### config.mk
export PLATFORM = sky130hd
export DESIGN_NAME = dfd_dst_trace_ctrl
export DESIGN_NICKNAME = d
export VERILOG_FILES = /design/src/rtl/dfd_dst_trace_ctrl.sv
export SDC_FILE = /design/constraint.sdc
export NUM_CORES = 1
export LEC_CHECK = 0
export ABC_CLOCK_PERIOD_IN_PS = 3700
export BUFFER_PORTS_ARGS = -buffer_cell sky130_fd_sc_hd__buf_4
export CORE_AREA = 2 2 125 127
export CTS_CLUSTER_DIAMETER = 100
export DETAILED_ROUTE_END_ITERATION = 8
export DIE_AREA = 0 0 127 129
export PLACE_DENSITY = 0.64
export SYNTH_ARGS = -nofsm -noshare
export SYNTH_HDL_FRONTEND = slang
export SYNTH_SLANG_ARGS = --single-unit
### constraint.sdc
create_clock -name clock -period 3.7 [get_ports clock]
set_input_delay 0.185 -clock clock [delete_from_list [all_inputs] [get_ports clock]]
set_output_delay 0.185 -clock clock [all_outputs]
set_load 0.02 [all_outputs]
### src/rtl/dfd_dst_trace_ctrl.sv
// Trace sequencer for the DST XOR compression stage: arms on CSR config, applies the
// start delay, runs continuous/pulse/window capture and forces periodic or loss-driven resync.
module dfd_dst_trace_ctrl #(
    parameter int CNT_WIDTH = 16
) (
    input  logic                 clock,
    input  logic                 reset_n,
    input  logic                 cfg_enable,
    input  logic [1:0]           cfg_mode,
    input  logic [CNT_WIDTH-1:0] cfg_start_delay,
    input  logic [CNT_WIDTH-1:0] cfg_window_len,
    input  logic [CNT_WIDTH-1:0] cfg_resync_period,
    input  logic                 trig_start,
    input  logic                 trig_stop,
    input  logic                 pkt_lost,
    output logic                 trace_enable,
    output logic                 trace_start,
    output logic                 trace_stop,
    output logic                 trace_pulse,
    output logic                 retain_original_input,
    output logic                 busy,
    output logic                 done,
    output logic [CNT_WIDTH-1:0] sample_count
);

    typedef enum logic [2:0] {IDLE, ARMED, DELAY, RUN, DONE} state_t;

    localparam logic [1:0]           MODE_PULSE = 2'd1;
    localparam logic [1:0]           MODE_WIN   = 2'd2;
    localparam logic [CNT_WIDTH-1:0] ONE        = CNT_WIDTH'(1);

    function automatic logic [CNT_WIDTH-1:0] sat_inc(input logic [CNT_WIDTH-1:0] v);
        return (&v) ? v : v + ONE;
    endfunction

    state_t               state_q, state_d;
    logic [CNT_WIDTH-1:0] dly_q, dly_d, win_q, win_d, rs_q, rs_d, sample_q, sample_d;
    logic                 enable_q, start_q, start_d, stop_q, stop_d, pulse_q, pulse_d;
    logic                 retain_q, retain_d, busy_q, done_q;
    logic                 mode_valid, resync_due, start_run;
    logic [CNT_WIDTH-1:0] win_len;

    assign mode_valid = cfg_enable && (cfg_mode != 2'd3);
    assign win_len    = (cfg_window_len == '0) ? ONE : cfg_window_len;
    // Counters hold "cycles since reference + 1", so reaching the period means expiry next cycle.
    assign resync_due = (cfg_resync_period != '0) && (rs_q >= cfg_resync_period);

    always_comb begin
        state_d   = state_q;
        dly_d     = dly_q;
        win_d     = win_q;
        rs_d      = rs_q;
        sample_d  = sample_q;
        start_d   = 1'b0;
        stop_d    = 1'b0;
        pulse_d   = 1'b0;
        retain_d  = 1'b0;
        start_run = 1'b0;
        if (!mode_valid) begin
            state_d  = IDLE;
            sample_d = '0;
        end else begin
            unique case (state_q)
                IDLE: begin
                    state_d  = ARMED;
                    sample_d = '0;
                    dly_d    = '0;
                    win_d    = '0;
                    rs_d     = '0;
                end
                ARMED: begin
                    retain_d = pkt_lost;
                    if (trig_start) begin
                        if (cfg_mode == MODE_PULSE) begin
                            pulse_d  = 1'b1;
                            sample_d = sat_inc(sample_q);
                        end else if (cfg_start_delay == '0) begin
                            start_run = 1'b1;
                        end else begin
                            state_d = DELAY;
                            dly_d   = ONE;
                        end
                    end
                end
                DELAY: begin
                    retain_d = pkt_lost;
                    if (trig_stop)                   state_d   = DONE;
                    else if (dly_q >= cfg_start_delay) start_run = 1'b1;
                    else                             dly_d     = sat_inc(dly_q);
                end
                RUN: begin
                    if (pkt_lost || resync_due) begin
                        retain_d = 1'b1;
                        rs_d     = ONE;
                    end else begin
                        rs_d = sat_inc(rs_q);
                    end
                    win_d = sat_inc(win_q);
                    // The trace_stop cycle is the last RUN cycle; it also counts as a sample.
                    if (stop_q) begin
                        state_d = DONE;
                    end else begin
                        sample_d = sat_inc(sample_q);
                        stop_d   = trig_stop || ((cfg_mode == MODE_WIN) && (win_q >= win_len));
                    end
                end
                DONE:    state_d = DONE;
                default: state_d = IDLE;
            endcase
            if (start_run) begin
                state_d  = RUN;
                start_d  = 1'b1;
                sample_d = sat_inc(sample_q);
                win_d    = ONE;
                rs_d     = ONE;
            end
        end
    end

    always_ff @(posedge clock) begin
        if (!reset_n) begin
            state_q  <= IDLE;
            dly_q    <= '0;
            win_q    <= '0;
            rs_q     <= '0;
            sample_q <= '0;
            enable_q <= 1'b0;
            start_q  <= 1'b0;
            stop_q   <= 1'b0;
            pulse_q  <= 1'b0;
            retain_q <= 1'b0;
            busy_q   <= 1'b0;
            done_q   <= 1'b0;
        end else begin
            state_q  <= state_d;
            dly_q    <= dly_d;
            win_q    <= win_d;
            rs_q     <= rs_d;
            sample_q <= sample_d;
            enable_q <= (state_d != IDLE);
            start_q  <= start_d;
            stop_q   <= stop_d;
            pulse_q  <= pulse_d;
            retain_q <= retain_d;
            busy_q   <= (state_d == DELAY) || (state_d == RUN);
            done_q   <= (state_d == DONE);
        end
    end

    assign trace_enable          = enable_q;
    assign trace_start           = start_q;
    assign trace_stop            = stop_q;
    assign trace_pulse           = pulse_q;
    assign retain_original_input = retain_q;
    assign busy                  = busy_q;
    assign done                  = done_q;
    assign sample_count          = sample_q;

endmodule

After elaboration in Yosys (flattened, before gate mapping)
Cells that the tools add are included.
{"block": "classes", "n_eq_ne": 21, "n_lt_le_gt_ge": 3, "addsub": 4, "div_mod_pow": 0, "mul": 0, "shifts": 0, "bitwise_logic": 3, "mux": 40, "reduce_logical": 26}
{"cell": "16-bit 2-to-1 mux", "count": 17}
{"cell": "16-bit one-hot mux with 3 select lines", "count": 2}
{"cell": "16-bit by 1-bit adder with 16-bit output, second input constant", "count": 4}
{"cell": "16-bit one-hot mux with 2 select lines", "count": 2}
{"cell": "16-bit AND reduction", "count": 4}
{"cell": "16-bit >= comparator", "count": 3}
{"cell": "16-bit logical NOT", "count": 2}
{"cell": "3-bit 2-to-1 mux", "count": 7}
{"cell": "16-bit nonzero test", "count": 1}
{"cell": "3-bit one-hot mux with 5 select lines", "count": 1}
{"cell": "2-bit != test, second input constant", "count": 7}
{"cell": "3-bit by 2-bit == test with 1-bit output, second input constant", "count": 4}
{"cell": "3-bit != test, second input constant", "count": 4}
{"cell": "1-bit 2-to-1 mux", "count": 9}
{"cell": "3-bit nonzero test", "count": 3}
{"cell": "4-bit AND reduction", "count": 2}
{"cell": "8-bit AND reduction", "count": 1}
{"cell": "3-bit == test, second input constant", "count": 2}
{"cell": "3-bit AND reduction", "count": 2}
{"cell": "4-bit != test, second input constant", "count": 1}
{"cell": "1-bit one-hot mux with 2 select lines", "count": 2}
{"cell": "4-bit nonzero test", "count": 1}
{"cell": "4-bit OR reduction", "count": 1}
{"cell": "3-bit by 1-bit == test with 1-bit output, second input constant", "count": 1}
{"cell": "other kinds (8)", "count": 14}
{"block": "totals", "mem_bits_rw": 0, "romBits": 0, "register_bits": 74, "output_inout_bits": 23, "input_bits": 56, "memories": 0, "latch_bits": 0, "elab_cells": 109}

Logic depth before layout (Yosys ltp)
Gate-level depths: netlist of run 1.
{"block": "depth", "depth_word": 10, "ltp_mapped": 11, "ltp_nobuf": 10}

Worst setup path after synthesis of run 1
OpenSTA, ideal clock, no wires.
{"block": "synth_timing", "kind": "reg-to-reg", "startpoint": "reg dly_q[0]", "endpoint": "reg dly_q[11]", "setup_slack_ps": 1062, "stages_incl_launch_ff": 11, "required_time_ps": 3630, "arrival_ps": 2567, "setup_time_ps": 70, "period_less_slack_ps": 2638, "n_path_buf": 1, "path_cell_list": "dfxtp_1 inv_1 ha_1 nand2b_1 a2111o_1 a311oi_2 and2_1 a31oi_1 buf_2 or4_1 a21oi_1"}
{"block": "synth_between", "elab_chain_len": 5, "word_cells_on_any_way": 10, "classes_between": "add/sub: 1; order compare: 1; eq/ne: 2; mux: 4; reduce/logical: 2"}
{"element": "start, declared", "line": "37", "rtl": "logic [CNT_WIDTH-1:0] dly_q, dly_d, win_q, win_d, rs_q, rs_d, sample_q, sample_d;"}
{"element": "start signal, assigned", "line": "136", "rtl": "dly_q <= dly_d;"}
{"element": "16-bit by 1-bit adder with 16-bit output", "line": "33", "rtl": "return (&v) ? v : v + ONE;"}
{"element": "16-bit 2-to-1 mux", "line": "33"}
{"element": "16-bit 2-to-1 mux", "line": "88", "rtl": "else if (dly_q >= cfg_start_delay) start_run = 1'b1;"}
{"element": "16-bit 2-to-1 mux", "line": "87", "rtl": "if (trig_stop) state_d = DONE;"}
{"element": "16-bit one-hot mux with 3 select lines", "line": "63", "rtl": "unique case (state_q)"}
Parallel ways exist; a longest one is shown, timed or not. The select of a mux whose other input is x is not followed.
A chain may end at the register's enable or synchronous reset.

Worst setup path in the final report of run 1
Same ends and word-level chain as after synthesis.

==> results.tsv, run 1 <==
stage	metric	value	unit
synth	synth-compound-area-share	21.8	%
synth	synth_cell_types	59	
critical_path	path_depth	9	
synth	synth.area.top_cells	dfxtp_1, ha_1, a21oi_1, nand2_1, inv_1	
synth	ys_seq_elements	74	
critical_path	reg2reg_depth	9	
min_path	hold_start	trig_start	
timing	relSlewSlack	21.8	%
clocking	holdBufCountCts	0	
layout	syn2layout_area_growth	21.8	%
critical_path	timing.rr.end	dly_q[11]	
min_path	hold_path.class	primary input to flop	
critical_path	critPathArrivalTime	3.41	ns
synth	synthAdderAreaFrac	12.6	%
detailed_routing	route.antenna.remaining_nets	0	
pwr	ir_drop	0.241	mV
pwr	p_total	1.99	mW
pwr	p_leak	2.60	nW
clocking	cts_num_sinks	74	
flow_run	max-cap-violations	0	
pwr	p_per_area	317	nW/um^2
timing	setup-tns-final	0	ns
grt	grtUsageTotal	16.8	%
synth	synth_edf_count	0	
grt	grt_max_degree	50	
critical_path	critPathCaptureType	flop	
placed_design	globalplace.congestion	0.812	
clocking	cts-root-buf	clkbuf_16	
outcome	status	completed	
critical_path	reg2reg_slack	0.54	ns
critical_path	critPathBufInv	1	
detailed_routing	routed_wl	13.5	mm
critical_path	slowest_stage	or4_1	
synth	synthSimpleGateAreaFrac	29.7	%
detailed_routing	drc	0	
timing	hold_viol	0	
critical_path	path_max_fanout	29	
synth	netlist_area	5170	sq um
timing	skew	0.00832	ns
min_path	min_path_cells	3	
synth	synth_top_family_by_area	simple AND/OR/NAND/NOR gates	
grt	grt_pass1_vias	4824	
synth	seq_area_frac_synth	28.6	%
detailed_routing	first_pass_iters	5	
detailed_routing	avgRoutedWirePerCell	14.2	um
synth	synthFlopType	dfxtp_1	
clocking	cts_resized	0	
critical_path	critPathMaxStageDelay	0.65	ns
timing	clock.fmax	317	MHz
synth	postSynthAreaPerCell	7.53	sq um
detailed_routing	vias	5244	
synth	synth_nets	795	
synth	yosysTopAreaCell	dfxtp_1	
clocking	clkLatencyLatePin	0.33	ns
clocking	numCtsBuffers	9	
timing	worst_pin_slew	1.17	ns
critical_path	startpoint_type	flop	
critical_path	crit_family	compound AO/OA/AOI/OAI gates	
min_path	whs_endpoint	trace_pulse	
synth	ys_async_sr_fraction	0	%
die	std_cell_rows	45	
critical_path	timing.rr.start	dly_q[0]	
placed_design	dpl.hpwl	10.1	mm
placed_design	port_buffers	78	
timing	rsz0062_at_grt	no	
critical_path	required	3.95	ns
clocking	cts_max_level	3	
timing	period_minus_slack	3.16	ns
clocking	cts_tree	done	
synth	synth_xor_area_share	0.339	%
layout	layout_common_cells	buf_4, a21oi_1, dfxtp_1	
die	die_h	129	um
die	floorplan.core_area	15000	sq um
grt	antenna_found_initial	0	
clocking	clk_transition_reported_paths	0.06	ns
timing	timing.final.crit_share	85.3	%
synth	synthMuxAreaShare	0.581	%
layout	drive_gt1_share	14.8	%
critical_path	path_cells	inv_1 -> ha_1 -> nand2b_1 -> a2111o_1 -> a311oi_2 -> and2_1 -> a31oi_2 -> or4_1 -> a21oi_1	
synth	syn_inst	687	
die	fp.dieW	127	um
synth	yosysWarningCount	0	
die	start_util	34.5	%
timing	finalSetupViolations	0	
die	die_area	16400	sq um
detailed_routing	viasPerCell	5.51	
die	ioPinCount	79	
grt	grt_first_pass_wirelength	22.7	mm
layout	layout.nets	866	
clocking	postCtsSetupBuffers	0	
layout	antenna_cells	0	
layout	final_common_cell	buf_4	
detailed_routing	drtIter0Drc	464	
timing	slew_viol_final	0	
critical_path	critPathKind	flop to flop	
synth	synth_top_cell_area_share	28.6	%
clocking	clk_path_buf_depth	2	
grt	grt-ovfl-total	0	
## cell type report
cell class	instances	area, sq um
clock buffers	12	267
fillers	1537	8680
multi-input cells	531	3390
inverters	56	210
well taps	188	235
clock inverters	4	72.6
repair buffers	86	646
flip-flops and latches	74	1480
## sequential cells by signal (all words and copies together) (netlist names)
| signal | cells |
|---|---|
| win_q | 16 |
| trace_pulse | 1 |
| state_q | 3 |
| trace_enable | 1 |
| retain_original_input | 1 |
| sample_count | 16 |
| done | 1 |
| trace_start | 1 |
| busy | 1 |
| rs_q | 16 |
| dly_q | 16 |
| trace_stop | 1 |
## worst max-delay path by stage
| stage | from | to | slack (ns) |
|---|---|---|---|
| after floorplan | dly_q[0] | dly_q[11] | 1.06 |
| after global placement | dly_q[0] | dly_q[15] | 0.65 |
| after detailed placement | dly_q[0] | dly_q[13] | 0.56 |
| after CTS | dly_q[0] | dly_q[11] | 0.55 |
| after global routing | dly_q[0] | dly_q[9] | 0.26 |
| final | dly_q[0] | dly_q[11] | 0.54 |
## cells by family (layout without fill, tap and decap cells)
kind of cell	count (synthesis)	count (layout)
buffers and inverters	82	158
AOI/OAI and AO/OA	183	183
xor gates and xnor gates	2	2
and+or+nand+nor	291	291
adders and majority gates	52	52
muxes	3	3
DFF	74	74
## per-stage QoR
step | hold slack, ns | instance area, sq um | std cells | worst slack (ns) | utilization, %
final | 0.186 | 6300 | 951 | 0.542 | 42.0
after floorplan | 0.354 | 5170 | 687 | 1.06 | -
after CTS | 0.178 | 6300 | 951 | 0.549 | 42.0
after global placement | 0.482 | 5960 | 935 | 0.653 | 39.8
after global routing | 0.175 | 6300 | 951 | 0.260 | 42.0
after detailed placement | 0.488 | 5960 | 935 | 0.561 | 39.8
## report_power, final
part	internal (mW)	switching [mW]	leakage, nW	total, mW
Sequential	0.801	0.00655	0.597	0.808
Clock	0.645	0.341	0.165	0.985
Combinational	0.0907	0.110	1.84	0.201
## cells in the mapped netlist (5+ instances only)
| cell type | number |
|---|---|
| nand4_1 | 20 |
| nand3_1 | 29 |
| nor2_1 | 45 |
| nand3b_1 | 5 |
| buf_2 | 7 |
| inv_1 | 56 |
| o211ai_1 | 5 |
| or3b_2 | 5 |
| nor3_1 | 17 |
| and3_1 | 16 |
| a21oi_1 | 75 |
| nor4_1 | 14 |
| or4_1 | 17 |
| clkbuf_1 | 17 |
| dfxtp_1 | 74 |
| o31ai_1 | 16 |
| or3_1 | 9 |
| nor2b_1 | 11 |
| a31oi_1 | 10 |
| o22ai_1 | 12 |
| nand2_1 | 73 |
| and2_1 | 5 |
| o21ai_0 | 27 |
| ha_1 | 52 |
| nand2b_1 | 8 |
## worst min-delay path, stage by stage
cell and delay, ns:
buf_4 0.13, nand3b_1 0.10, nor4_1 0.05
## layer usage
| metal | routed length [um] | global-route usage, % |
|---|---|---|
| met5 | 0 | 0 |
| met2 | 5960 | 27.5 |
| met4 | 115 | 4.40 |
| met1 | 6670 | 23.0 |
| met3 | 713 | 2.95 |
Note: power is estimated with default switching activity, not from simulation.
==> run 2, diff against run 1 <==
Settings changed: ABC_AREA set to 1, ABC_CLOCK_PERIOD_IN_PS 3700 to 4100, CORE_AREA 2 2 125 127 to 2 2 134 136, DIE_AREA 0 0 127 129 to 0 0 136 138, PLACE_DENSITY 0.64 to 0.63.
Clock period 3.7 ns to 4.1 ns, I/O delays scaled along.
==> run 2 against run 1 <==
  * Via count increased by 13%
  * Sequential share of layout area decreased by 2.1 points
  * Hold slack got worse by 0.034 ns
  * Power decreased by 9.6%
  * Register-to-register slack improved by 0.81 ns
  * Clock-buffer cell count decreased by 1
  * Critical path depth increased by 9
  * Routed wire length increased by 11%
  * Area after synthesis increased by 15%
  * Critical endpoint is now sample_count[9]
  * Largest power group is now registers
==> results.tsv, run 2 <==
stage	metric	value	unit
outcome	status	completed	
placed_design	port_buffers	78	
timing	setup-tns-final	0	ns
clocking	clk_path_buf_depth	2	
clocking	cts_tree	done	
grt	grt-ovfl-total	0	
critical_path	reg2reg_slack	1.35	ns
critical_path	timing.rr.end	sample_count[9]	
min_path	hold_start	trig_start	
placed_design	globalplace.congestion	0.873	
layout	syn2layout_area_growth	16.9	%
critical_path	crit_family	simple AND/OR/NAND/NOR gates	
timing	period_minus_slack	2.75	ns
grt	antenna_found_initial	0	
pwr	p_int	1.28	mW
synth	netlist_area	5930	sq um
synth	synth.area.top_cells	dfxtp_1, nand2_1, ha_1, inv_1, nor2_1	
grt	grt_pass1_vias	5403	
synth	ys_async_sr_fraction	0	%
clocking	cts-root-buf	clkbuf_16	
clocking	postCtsSetupBuffers	0	
clocking	holdBufCountCts	0	
critical_path	critPathBufInv	2	
clocking	clk_transition_reported_paths	0.05	ns
synth	synth_cell_types	45	
pwr	power_frac_comb	17.5	%
die	die_area	18800	sq um
layout	n_fill_cell	1907	
synth	synth-compound-area-share	9.14	%
critical_path	slowest_stage	dfxtp_1	
die	floorplan.core_area	17500	sq um
synth	synthSimpleGateAreaFrac	39.3	%
synth	ys_seq_elements	74	
min_path	min_path_cells	3	
synth	syn_inst	948	
die	fp.dieW	136	um
min_path	whs_endpoint	trace_pulse	
placed_design	dpl.hpwl	11.2	mm
critical_path	crit_top_cell	nand2_1	
detailed_routing	route.antenna.remaining_nets	0	
synth	yosysWarningCount	0	
placed_design	dp_slack	1.38	ns
clocking	numCtsBuffers	9	
clocking	clkLatencyLatePin	0.34	ns
die	ioPinCount	79	
critical_path	path_cells	ha_1 -> nand2_1 -> nand2_1 -> nand2_1 -> nand2_1 -> nor2_1 -> nand2_1 -> nand2_1 -> nand2_1 -> nand3_1 -> nand2_1 -> inv_1 -> nand2_1 -> nand2_1 -> inv_1 -> nand2_1 -> nand2_1 -> nor2_1	
timing	worst_pin_slew	0.638	ns
pwr	p_switching	519	uW
pwr	ir_drop	0.180	mV
die	std_cell_rows	49	
timing	hold_viol	0	
timing	rsz0062_at_grt	no	
timing	timing.final.crit_share	67.0	%
timing	skew	0.00657	ns
synth	synth_top_family_by_area	simple AND/OR/NAND/NOR gates	
detailed_routing	first_pass_iters	5	
layout	layout.nets	1127	
synth	synth_xor_area_share	3.25	%
flow_run	max-cap-violations	0	
grt	grtUsageTotal	16.2	%
synth	postSynthAreaPerCell	6.25	sq um
critical_path	reg2reg_depth	18	
timing	relSlewSlack	57.2	%
detailed_routing	drtIter0Drc	278	
critical_path	startpoint_type	flop	
grt	grt_first_pass_wirelength	25.0	mm
layout	final_common_cell	nand2_1	
pwr	p_per_area	260	nW/um^2
timing	finalSetupViolations	0	
detailed_routing	avgRoutedWirePerCell	11.9	um
detailed_routing	vias	5940	
layout	layout_common_cells	nand2_1, inv_1, nor2_1	
synth	synthMuxAreaShare	0	%
critical_path	critPathKind	flop to flop	
timing	slew_viol_final	0	
synth	synth_nets	1056	
critical_path	required	4.38	ns
critical_path	path_max_fanout	21	
detailed_routing	drc	0	
synth	ys_top_cells_by_count	nand2_1, inv_1, nor2_1	
grt	grt_max_degree	35	
clocking	cts_resized	0	
critical_path	critPathMaxStageDelay	0.46	ns
detailed_routing	viasPerCell	4.76	
synth	yosysTopAreaCell	dfxtp_1	
die	die_h	138	um
synth	seq_area_frac_synth	25.0	%
pwr	sw_frac_of_total	28.8	%
critical_path	critPathCaptureType	flop	
synth	synth.most_common_cell	nand2_1	
pwr	clkPwrFrac	39.1	%
synth	synthAdderAreaFrac	11.0	%
detailed_routing	routed_wl	14.9	mm
synth	synth_top_cell_area_share	25.0	%
die	start_util	33.8	%
pwr	p_leak	3.36	nW
timing	setup_slack	1.35	ns
pwr	p_seq_share	43.4	%
synth	synth_edf_count	0	
clocking	cts_max_level	3	
layout	antenna_cells	0	
synth	synthFlopType	dfxtp_1	
critical_path	critPathArrivalTime	3.02	ns
layout	drive_gt1_share	11.9	%
critical_path	timing.rr.start	dly_q[5]	
critical_path	path_depth	18	
min_path	hold_path.class	primary input to flop	
clocking	cts_num_sinks	74	
timing	clock.fmax	364	MHz
## run 2: cell count changes in the layout (fill, tap and decap cells not counted), moves of 16 or more
cell     before  now
nand3_1      29   56
nand2_1      73  240
nor2_1       45  126
a21oi_1      75   57
and3_1       16    0
or4_1        17    0
inv_1        56  153
## run 2: power by group through the flow
stage | Clock [mW] | Sequential, mW | Combinational (mW)
after floorplan | 0 | 0.787 | 0.227
after global placement | 0 | 0.798 | 0.311
after detailed placement | 0 | 0.797 | 0.316
after CTS | 0.720 | 0.782 | 0.319
after global routing | 0.747 | 0.786 | 0.368
final | 0.704 | 0.782 | 0.316
## run 2: tightest hold or removal path: stages
cell and delay, ns:
buf_4 0.13, nand2_1 0.07, nor2_1 0.04
## run 2: stage by stage
stage                     std cells  hold slack [ns]  util [%]  instance area, sq um  power, mW
final                          1249            0.152      39.5                  6930       1.80
after global routing           1249            0.146      39.5                  6930       1.90
after CTS                      1249            0.143      39.5                  6930       1.82
after detailed placement       1237            0.505      38.1                  6680       1.11
after global placement         1237            0.495      38.1                  6680       1.11
after floorplan                 948            0.331         -                  5930       1.01
## run 2: how the worst max path moves through the flow
stage / start / end / slack (ns)
after floorplan: dly_q[5] / rs_q[14] / 2.15
after global routing: dly_q[5] / sample_count[9] / 0.93
final: dly_q[5] / sample_count[9] / 1.35
after global placement: dly_q[5] / sample_count[9] / 1.51
after CTS: dly_q[5] / sample_count[9] / 1.36
after detailed placement: dly_q[5] / sample_count[9] / 1.38
## run 2: area by class of cell
type / count / area (sq um) / area share, %
clock inverters: 1 / 5.00 / 0.0723
inverters: 161 / 606 / 8.74
clock buffers: 11 / 243 / 3.50
multi-input cells: 694 / 3710 / 53.6
repair buffers: 79 / 593 / 8.56
flip-flops and latches: 74 / 1480 / 21.4
well taps: 229 / 287 / 4.14
## run 2: logic make-up after synthesis
group,count (synthesis)
flops,74
fa+ha+maj,52
simple gates,519
compound gates,101
xor+xnor,22
buf+inv,180
## run 2: routing by layer
layer	global-route usage, %	up-vias	share of wire, %
met3	3.92	12	5.2
met5	0	-	0
met2	26.4	104	46
met1	21.7	2636	47
li1	-	3188	-
met4	3.89	0	1.2
